### config.mk
export PLATFORM = sky130hd
export DESIGN_NAME = io_dispatch_fsm
export DESIGN_NICKNAME = d
export VERILOG_FILES = /design/src/rtl/io_pkg.sv /design/src/rtl/io_obj_counter.sv /design/src/rtl/io_dispatch_fsm.sv
export SDC_FILE = /design/constraint.sdc
export NUM_CORES = 1
export LEC_CHECK = 0
export BUFFER_PORTS_ARGS = -buffer_cell sky130_fd_sc_hd__buf_2
export CORE_ASPECT_RATIO = 0.9
export CORE_MARGIN = 2
export CORE_UTILIZATION = 47
export CTS_CLUSTER_DIAMETER = 50
export DETAILED_ROUTE_END_ITERATION = 10
export PLACE_DENSITY = 0.79
export SYNTH_ARGS = -nofsm -noshare
export SYNTH_HDL_FRONTEND = slang
export SYNTH_SLANG_ARGS = --single-unit
### constraint.sdc
create_clock -name clk -period 1.67 [get_ports clk]
set_clock_uncertainty 0.05 [all_clocks]
set_input_delay 0 -clock clk [delete_from_list [all_inputs] [get_ports clk]]
set_output_delay 0 -clock clk [all_outputs]
set_load 0.005 [all_outputs]
### src/rtl/io_pkg.sv
// Shared definitions for the host IO dispatch block.
//   - IDLE/LOAD/CALC state codes and the state enum built from them
//   - obj_w():    width of the object counter for a given object budget
//   - lane_lsb(): bit offset of a lane inside the packed host word
package io_pkg;

    localparam logic [1:0] IDLE = 2'd0;
    localparam logic [1:0] LOAD = 2'd1;
    localparam logic [1:0] CALC = 2'd2;

    // Code 3 is never entered on purpose; it exists so the decode can route it back to IDLE.
    typedef enum logic [1:0] {
        ST_IDLE    = IDLE,
        ST_LOAD    = LOAD,
        ST_CALC    = CALC,
        ST_ILLEGAL = 2'd3
    } state_t;

    // Counter width able to hold the values 0..n_obj inclusive.
    function automatic int obj_w(input int n_obj);
        return $clog2(n_obj + 1);
    endfunction

    // Lowest bit of lane 'lane' in a word made of lanes of 'lane_w' bits.
    function automatic int lane_lsb(input int lane, input int lane_w);
        return lane * lane_w;
    endfunction

endpackage

### src/rtl/io_obj_counter.sv
// Saturating object counter for the multi-object ("rest") lane.
// Ports:
//   clk, reset  - clock and synchronous active-high reset
//   en          - one end-of-object event this cycle
//   clr         - clear count/done (start of a new load)
//   count       - objects completed so far, saturates at N_OBJ
//   done        - set on the edge where count reaches N_OBJ
//   next_pulse  - one-cycle pulse for every counted event
module io_obj_counter
    import io_pkg::*;
#(
    parameter int N_OBJ = 4
) (
    input  logic                      clk,
    input  logic                      reset,
    input  logic                      en,
    input  logic                      clr,
    output logic [obj_w(N_OBJ)-1:0]   count,
    output logic                      done,
    output logic                      next_pulse
);

    localparam int                 OBJ_W   = obj_w(N_OBJ);
    localparam logic [OBJ_W-1:0]   OBJ_MAX = OBJ_W'(N_OBJ);
    localparam logic [OBJ_W-1:0]   OBJ_ONE = OBJ_W'(1);

    logic [OBJ_W-1:0] count_r;
    logic             done_r;
    logic             next_r;

    // Count events until the budget is reached; events past saturation are dropped silently.
    always_ff @(posedge clk) begin
        if (reset) begin
            count_r <= '0;
            done_r  <= 1'b0;
            next_r  <= 1'b0;
        end else if (clr) begin
            count_r <= '0;
            done_r  <= 1'b0;
            next_r  <= 1'b0;
        end else if (en && (count_r < OBJ_MAX)) begin
            count_r <= count_r + OBJ_ONE;
            done_r  <= ((count_r + OBJ_ONE) == OBJ_MAX);
            next_r  <= 1'b1;
        end else begin
            next_r  <= 1'b0;
        end
    end

    assign count      = count_r;
    assign done       = done_r;
    assign next_pulse = next_r;

endmodule

### src/rtl/io_dispatch_fsm.sv
// Host IO dispatch controller: IDLE -> LOAD -> CALC sequencer that splits
// host words into N_CH lanes and feeds the decompressors that are not done.
// Ports:
//   clk, reset              - clock, synchronous active-high reset
//   irq, process            - host command (process=0 load, 1 calculate)
//   in_data/in_valid/in_ready - host beat handshake
//   lane_data, lane_start   - registered word and per-lane start strobes
//   lane_eob                - per-lane end-of-object from decompressors
//   lane_done               - sticky per-lane finish flags
//   obj_count, next         - rest-lane object count and next-object pulse
//   calc_start, coord_ready - coordinator hand-off and return
//   state                   - current state code for debug
module io_dispatch_fsm
    import io_pkg::*;
#(
    parameter int N_CH      = 4,
    parameter int LANE_W    = 8,
    parameter int N_OBJ     = 4,
    parameter bit AUTO_CALC = 1'b0
) (
    input  logic                      clk,
    input  logic                      reset,
    input  logic                      irq,
    input  logic                      process,
    input  logic [N_CH*LANE_W-1:0]    in_data,
    input  logic                      in_valid,
    output logic                      in_ready,
    output logic [N_CH*LANE_W-1:0]    lane_data,
    output logic [N_CH-1:0]           lane_start,
    input  logic [N_CH-1:0]           lane_eob,
    output logic [N_CH-1:0]           lane_done,
    output logic [obj_w(N_OBJ)-1:0]   obj_count,
    output logic                      next,
    output logic                      calc_start,
    input  logic                      coord_ready,
    output logic [1:0]                state
);

    localparam int OBJ_W = obj_w(N_OBJ);

    state_t                   state_r;
    logic                     calc_start_r;
    logic [N_CH*LANE_W-1:0]   lane_data_r;
    logic [N_CH-1:0]          lane_start_r;

    wire  [N_CH-2:0]          flag_s;
    logic [N_CH-1:0]          lane_done_s;
    logic                     all_done_s;
    logic                     in_ready_s;
    logic                     accept_s;
    logic                     load_entry_s;
    logic                     in_load_s;
    logic                     cnt_en_s;
    logic                     cnt_done_s;
    logic                     cnt_next_s;
    logic [OBJ_W-1:0]         cnt_s;

    assign in_load_s    = (state_r == ST_LOAD);
    assign load_entry_s = (state_r == ST_IDLE) && irq && !process;
    assign lane_done_s  = {cnt_done_s, flag_s};
    assign all_done_s   = &lane_done_s;
    // Ready is derived from registered flags only, so it never depends on same-cycle eob.
    assign in_ready_s   = in_load_s && !all_done_s;
    assign accept_s     = in_valid && in_ready_s;
    assign cnt_en_s     = in_load_s && lane_eob[N_CH-1];

    // Single-object lanes: sticky finish flag, cleared only when a new load starts.
    for (genvar i = 0; i < N_CH - 1; i++) begin : g_flag
        logic done_r;

        // Set on eob during LOAD, hold until the next IDLE->LOAD entry.
        always_ff @(posedge clk) begin
            if (reset) begin
                done_r <= 1'b0;
            end else if (load_entry_s) begin
                done_r <= 1'b0;
            end else if (in_load_s && lane_eob[i]) begin
                done_r <= 1'b1;
            end else begin
                done_r <= done_r;
            end
        end

        assign flag_s[i] = done_r;
    end

    io_obj_counter #(
        .N_OBJ      (N_OBJ)
    ) u_obj_counter (
        .clk        (clk),
        .reset      (reset),
        .en         (cnt_en_s),
        .clr        (load_entry_s),
        .count      (cnt_s),
        .done       (cnt_done_s),
        .next_pulse (cnt_next_s)
    );

    // Capture accepted beats and strobe only the lanes that were still open before this edge.
    always_ff @(posedge clk) begin
        if (reset) begin
            lane_data_r  <= '0;
            lane_start_r <= '0;
        end else if (accept_s) begin
            for (int i = 0; i < N_CH; i++) begin
                lane_data_r[lane_lsb(i, LANE_W) +: LANE_W] <= in_data[lane_lsb(i, LANE_W) +: LANE_W];
            end
            lane_start_r <= ~lane_done_s;
        end else begin
            lane_start_r <= '0;
        end
    end

    // Control sequencer with registered calc_start pulse on CALC entry.
    always_ff @(posedge clk) begin
        if (reset) begin
            state_r      <= ST_IDLE;
            calc_start_r <= 1'b0;
        end else begin
            calc_start_r <= 1'b0;
            case (state_r)
                ST_IDLE: begin
                    if (irq && !process) begin
                        state_r <= ST_LOAD;
                    end else begin
                        state_r <= ST_IDLE;
                    end
                end
                ST_LOAD: begin
                    // A load command while loading is ignored; only calculate or auto-complete leave LOAD.
                    if ((irq && process) || (AUTO_CALC && all_done_s)) begin
                        state_r      <= ST_CALC;
                        calc_start_r <= 1'b1;
                    end else begin
                        state_r <= ST_LOAD;
                    end
                end
                ST_CALC: begin
                    if (coord_ready) begin
                        state_r <= ST_IDLE;
                    end else begin
                        state_r <= ST_CALC;
                    end
                end
                default: begin
                    state_r <= ST_IDLE;
                end
            endcase
        end
    end

    assign in_ready   = in_ready_s;
    assign lane_data  = lane_data_r;
    assign lane_start = lane_start_r;
    assign lane_done  = lane_done_s;
    assign obj_count  = cnt_s;
    assign next       = cnt_next_s;
    assign calc_start = calc_start_r;
    assign state      = state_r;

endmodule

# Word-level counts from Yosys, hierarchy flattened
# Cells that the tools add are included.
# word_totals
reg_bits	47
latchBits	0
mem_bits_rw	0
romBits	0
in_bits	42
out_inout_bits	48
word_cells	42
n_memories	0
# classes
n_addsub	1
n_mul	0
div	0
order_cmp	1
n_eq_ne	3
shift	0
n_mux	6
n_bitwise	3
n_reduce_logical	18
# op_table
operator	count
logical AND 1 bit	11
one-hot mux 2 bit (3 select lines)	1
OR reduction 2 bit	3
2-to-1 mux 2 bit	2
NOT 4 bit	1
AND reduction 4 bit	1
adder 3 x 1 -> 3 bit, second input constant	1
equality test 3 bit, second input constant	1
less-than comparator 3 bit, second input constant	1
2-to-1 mux 1 bit	3
equality test 2 x 1 -> 1 bit, second input constant	1
equality test 2 bit, second input constant	1
zero test 1 bit	2
zero test 2 bit	1
NOT 1 bit	2

# Depth between registers and ports, before layout
# depth
ltp_word	6
depth_mapped	5
mapped_depth_nobuf	3

# By module
# A second synthesis with hierarchy kept.
# hier_totals
hier_cells	197
area_unflattened_um2	2049.5
# modules_own_cells
module	instances	cells_each	area_each_um2	seq_area_each_um2
io_dispatch_fsm	1	178	1833.0	840.8
io_obj_counter	1	19	216.5	100.1

# Worst setup path before layout
# OpenSTA, ideal clock, no wires.
# synth_path
path_kind	flip-flop to flip-flop
startpoint	register state_r[0] (netlist: state[0])
endpoint	register lane_data_r[0] (netlist: lane_data[0])
setup_ns	0.072
t_arrival_ns	1.197
required_time_ns	1.548
slack_ns	0.352
path_stages_with_launch	6
synth_period_minus_slack_ns	1.318
cell_sequence	dfxtp_1 nor2b_4 and3_1 buf_6 buf_12 mux2i_1
# synth_via
elab_chain_len	3
# synth_lines
element	line	text
start: declaration	io_dispatch_fsm.sv:41	state_t state_r;
start signal: assignment	io_dispatch_fsm.sv:117	state_r <= ST_IDLE;
start signal: assignment	io_dispatch_fsm.sv:124	state_r <= ST_LOAD;
start signal: assignment	io_dispatch_fsm.sv:126	state_r <= ST_IDLE;
equality test 2 x 1 -> 1 bit	io_dispatch_fsm.sv:58	assign in_load_s = (state_r == ST_LOAD);
logical AND 1 bit	io_dispatch_fsm.sv:63	assign in_ready_s = in_load_s && !all_done_s;
logical AND 1 bit	io_dispatch_fsm.sv:64	assign accept_s = in_valid && in_ready_s;
end signal: indexed assignment	io_dispatch_fsm.sv:106	lane_data_r[lane_lsb(i, LANE_W) +: LANE_W] <= in_data[lane_lsb(i, LANE_W) +: LANE_W];
end: declaration	io_dispatch_fsm.sv:43	logic [N_CH*LANE_W-1:0] lane_data_r;
# No other way between the ends.
# A chain may end at the register's enable or synchronous reset.

# Worst setup path in the final report
# layout_path
startpoint	register state_r[0] (netlist: state[0])
endpoint	register state_r[1] (netlist: state[1])
# layout_via
elab_chain_len	2
# layout_lines
element	line	text
equality test 2 bit, or another cell as far along	io_dispatch_fsm.sv:121	case (state_r)
one-hot mux 2 bit (3 select lines) (*)	io_dispatch_fsm.sv:121	
# Mark *: on every way between the ends. The rest lies on a longest branch, timed or not.

==> out/summary.md <==
• detailed-placement wirelength estimate: 2686 µm
• row count: 22
• average wire per cell in the routed design: 11.64 µm
• worst-case hold slack: 0.1447 ns
• Design Area, Final: 2922 µm²
• DIE HEIGHT: 66.36 µm
• R2R depth: 4
• Critical Path End Type: flop
• clock share of power: 0.285
• maximum achievable frequency: 650.0 MHz
• asr flop ratio synth: 0
• net switching power figure: 0.4699 mW
• status: complete, no violations
• Tot GR Track Use: 0.1842
• worst hold endpoint: u_obj_counter.next_pulse
• Worst EP arrival: 1.72 ns
• reg-to-reg setup timing slack: 0.13 ns
• Setup CP Type: reg -> reg
• # setup viols final: 0
• Skew-Pair Late Insertion Delay: 0.28 ns
• placeable core region: 4101 µm²
• Max H-tree Level: 2
• first-pass GRT wire length: 6886 µm
• synthesis-stage register bit count: 47
• Hold Path Class: in -> reg
• number of standard cells after synthesis: 199
• setup repair after global routing missed its margin: false
• via count: 1,704
• instance area at placement: 2439 µm²
• number of clock sinks: 47
• number of antenna-violating nets in the routed design: 0
• cell depth of the worst min-delay path: 5
• horizontal extent of the die: 73.29 µm
• number of violations reported at the end of detailed-routing iteration 0: 76
• Synth Net Count: 243
• number of warning messages in the yosys log: 0
• # DRC: 0
• total wirelength of the detailed-routed design: 4294 µm
• share of final-layout standard cells stronger than drive strength 1: 0.3178
• FF-to-FF Start: state[0]
• Avg Vias per Cell: 4.618
• Req. time, crit path: 1.85 ns
• vias in the first global route: 1,621
• Seq pwr share: 0.561
• synthesized area per cell: 10.20 µm²
• leading cell types in the layout, fill and taps excluded: sky130_fd_sc_hd__buf_2 (89), sky130_fd_sc_hd__nand2b_1 (65), sky130_fd_sc_hd__dfxtp_1 (47), sky130_fd_sc_hd__dlygate4sd3_1 (41), sky130_fd_sc_hd__mux2i_1 (33)
• pwr/cell area: 723.2 nW/µm²
• Critical Path Start Type: flop
• final cell count without fillers: 369
• Cell Int Power: 1.643 mW
• hold path startpoint: lane_eob[3]
• Setup WS post-layout: 0.1316 ns
• number of buffer cells added on primary ports: 89
• antenna violations before repair: 0
• slew of the pin with the lowest slew margin: 0.4971 ns
• sequential share of the synthesized area: 0.4633
• clock transition time at the flip-flop clock pins of the worst setup and hold paths: 0.08 ns
• count of flip-flops with a built-in enable after synthesis: 0
• number of post-CTS setup repair buffers: 0
• synth-to-layout area growth: 43.87%
• Max Transition Viols Final: 0
• post-layout minimum cycle time: 1.538 ns
• Initial Utilization: 0.4951
• flip-flop cell with the highest count after synthesis: sky130_fd_sc_hd__dfxtp_1
• Post-layout nets: 366
• biggest area contributors in the synthesized netlist: sky130_fd_sc_hd__dfxtp_1 (46%), sky130_fd_sc_hd__nand2b_1 (20%), sky130_fd_sc_hd__mux2i_1 (16%), sky130_fd_sc_hd__buf_12 (3.0%), sky130_fd_sc_hd__nor2_1 (1.8%)
• combinational group share of total power: 0.154
• count of endpoints failing hold in the final timing report: 0
• TritonCTS clock tree: yes
• total design power: 2.113 mW
• clock root cell: sky130_fd_sc_hd__clkbuf_8
• distinct cell type count after synthesis: 25
• Sw Ratio: 0.2224
• most common cell after layout, fill and taps aside: sky130_fd_sc_hd__buf_2
• cell type with the highest aggregate area in the netlist: sky130_fd_sc_hd__dfxtp_1
• total of max-cap violations: 0
• DIE AREA: 4863 µm²
• post-synthesis instance area: 2031 µm²
• gpl congestion: 0.7541
• period utilisation layout: 0.9212
• Placed Cells incl. Taps: 322
• I/O pin cnt: 90
• Layout Utilization: 0.7123
• number of CTS-inserted buffers: 5
• cell leakage power: 1.330 nW
• R2R Path End: state[1]
• number of antenna diodes: 0
• Max clock buf depth: 2
• highest net fanout along the worst path: 7
• peak supply drop: 0.5028 mV
• FILL cells: 307
• max_slew headroom: 0.6686
• Initial DRT Pass Iterations: 4
• accumulated negative setup slack: 0 ns
• leftover overflow at the end of global routing: 0
• maximum number of pins on one net before global-route repair: 39
• worst setup slack before clock tree synthesis: 0.1929 ns
• fraction of synthesized cell area taken by the top area cell type: 0.4633
[cells in the mapped netlist, types with 2 or more instances]
library cell	n
sky130_fd_sc_hd__ha_1	2
sky130_fd_sc_hd__a21oi_1	6
sky130_fd_sc_hd__nor3_1	4
sky130_fd_sc_hd__nand3_1	3
sky130_fd_sc_hd__clkbuf_1	8
sky130_fd_sc_hd__buf_12	3
sky130_fd_sc_hd__mux2i_1	33
sky130_fd_sc_hd__nor2_1	10
sky130_fd_sc_hd__dfxtp_1	47
sky130_fd_sc_hd__nand2b_1	65
sky130_fd_sc_hd__buf_4	4
[how the worst max path moves through the flow]
stage / start / cells after the start / to
after detailed placement: state[0] / 4 / lane_data[9]
final: state[0] / 4 / state[1]
after CTS: state[0] / 4 / state[1]
after global placement: state[0] / 4 / lane_data[22]
after global routing: state[0] / 4 / state[1]
after floorplan: state[0] / 5 / lane_data[0]
[area by class of cell]
class,instances,area [µm²],share of cell area
multi-input combinational,133,945.9,0.3238
sequential,47,940.9,0.3221
timing repair buffer,134,898.4,0.3075
clock buffer,6,72.57,0.02484
tap,48,60.06,0.02056
inverter,1,3.754,0.001285
[registers in the layout, summed over array words and instances, names as in the netlist]
signal / flops
calc_start: 1
g_flag.done_r: 3
lane_data: 32
lane_start: 4
state: 2
u_obj_counter.count: 3
u_obj_counter.done: 1
u_obj_counter.next_pulse: 1
[cells by family after synthesis]
family | count (synthesis) | synth area share
and+or+nand+nor | 90 | 0.2668
xor gates and xnor gates | 1 | 0.004314
muxes | 33 | 0.1627
buffers and inverters | 19 | 0.07147
adders and majority gates | 2 | 0.01232
AOI/OAI and AO/OA | 7 | 0.01910
DFF | 47 | 0.4633
[routing by layer]
metal  GRT usage  part of all wire  wire (µm)  vias to the layer above
met3     0.06707             0.058        249                        2
li1            -                 -          -                      884
met1      0.2019              0.45       1918                      763
met5           0                 0          0                        -
met4     0.05093            0.0037         16                        0
met2      0.3311              0.49       2110                       55
[critical path: stages, from the launching register on]
cell and delay [ns]:
sky130_fd_sc_hd__dfxtp_1 0.41, sky130_fd_sc_hd__nor2b_4 0.24, sky130_fd_sc_hd__nand3_1 0.11, sky130_fd_sc_hd__a21oi_1 0.13, sky130_fd_sc_hd__dlygate4sd3_1 0.55
[power groups by stage]
stage	combinational, mW	sequential, mW	clock [mW]
finish	0.325	1.19	0.603
global route	0.358	1.19	0.678
CTS	0.324	1.19	0.628
detailed placement	0.251	1.21	0
global placement	0.248	1.21	0
floorplan	0.155	1.21	0
[what timing repair did]
| item | CTS | global route |
|---|---|---|
| hold endpoints to repair | 42 | 0 |
| hold buffers | 41 | 0 |
| resized for setup | 0 | 0 |
Power figures use the tool's default switching activity.
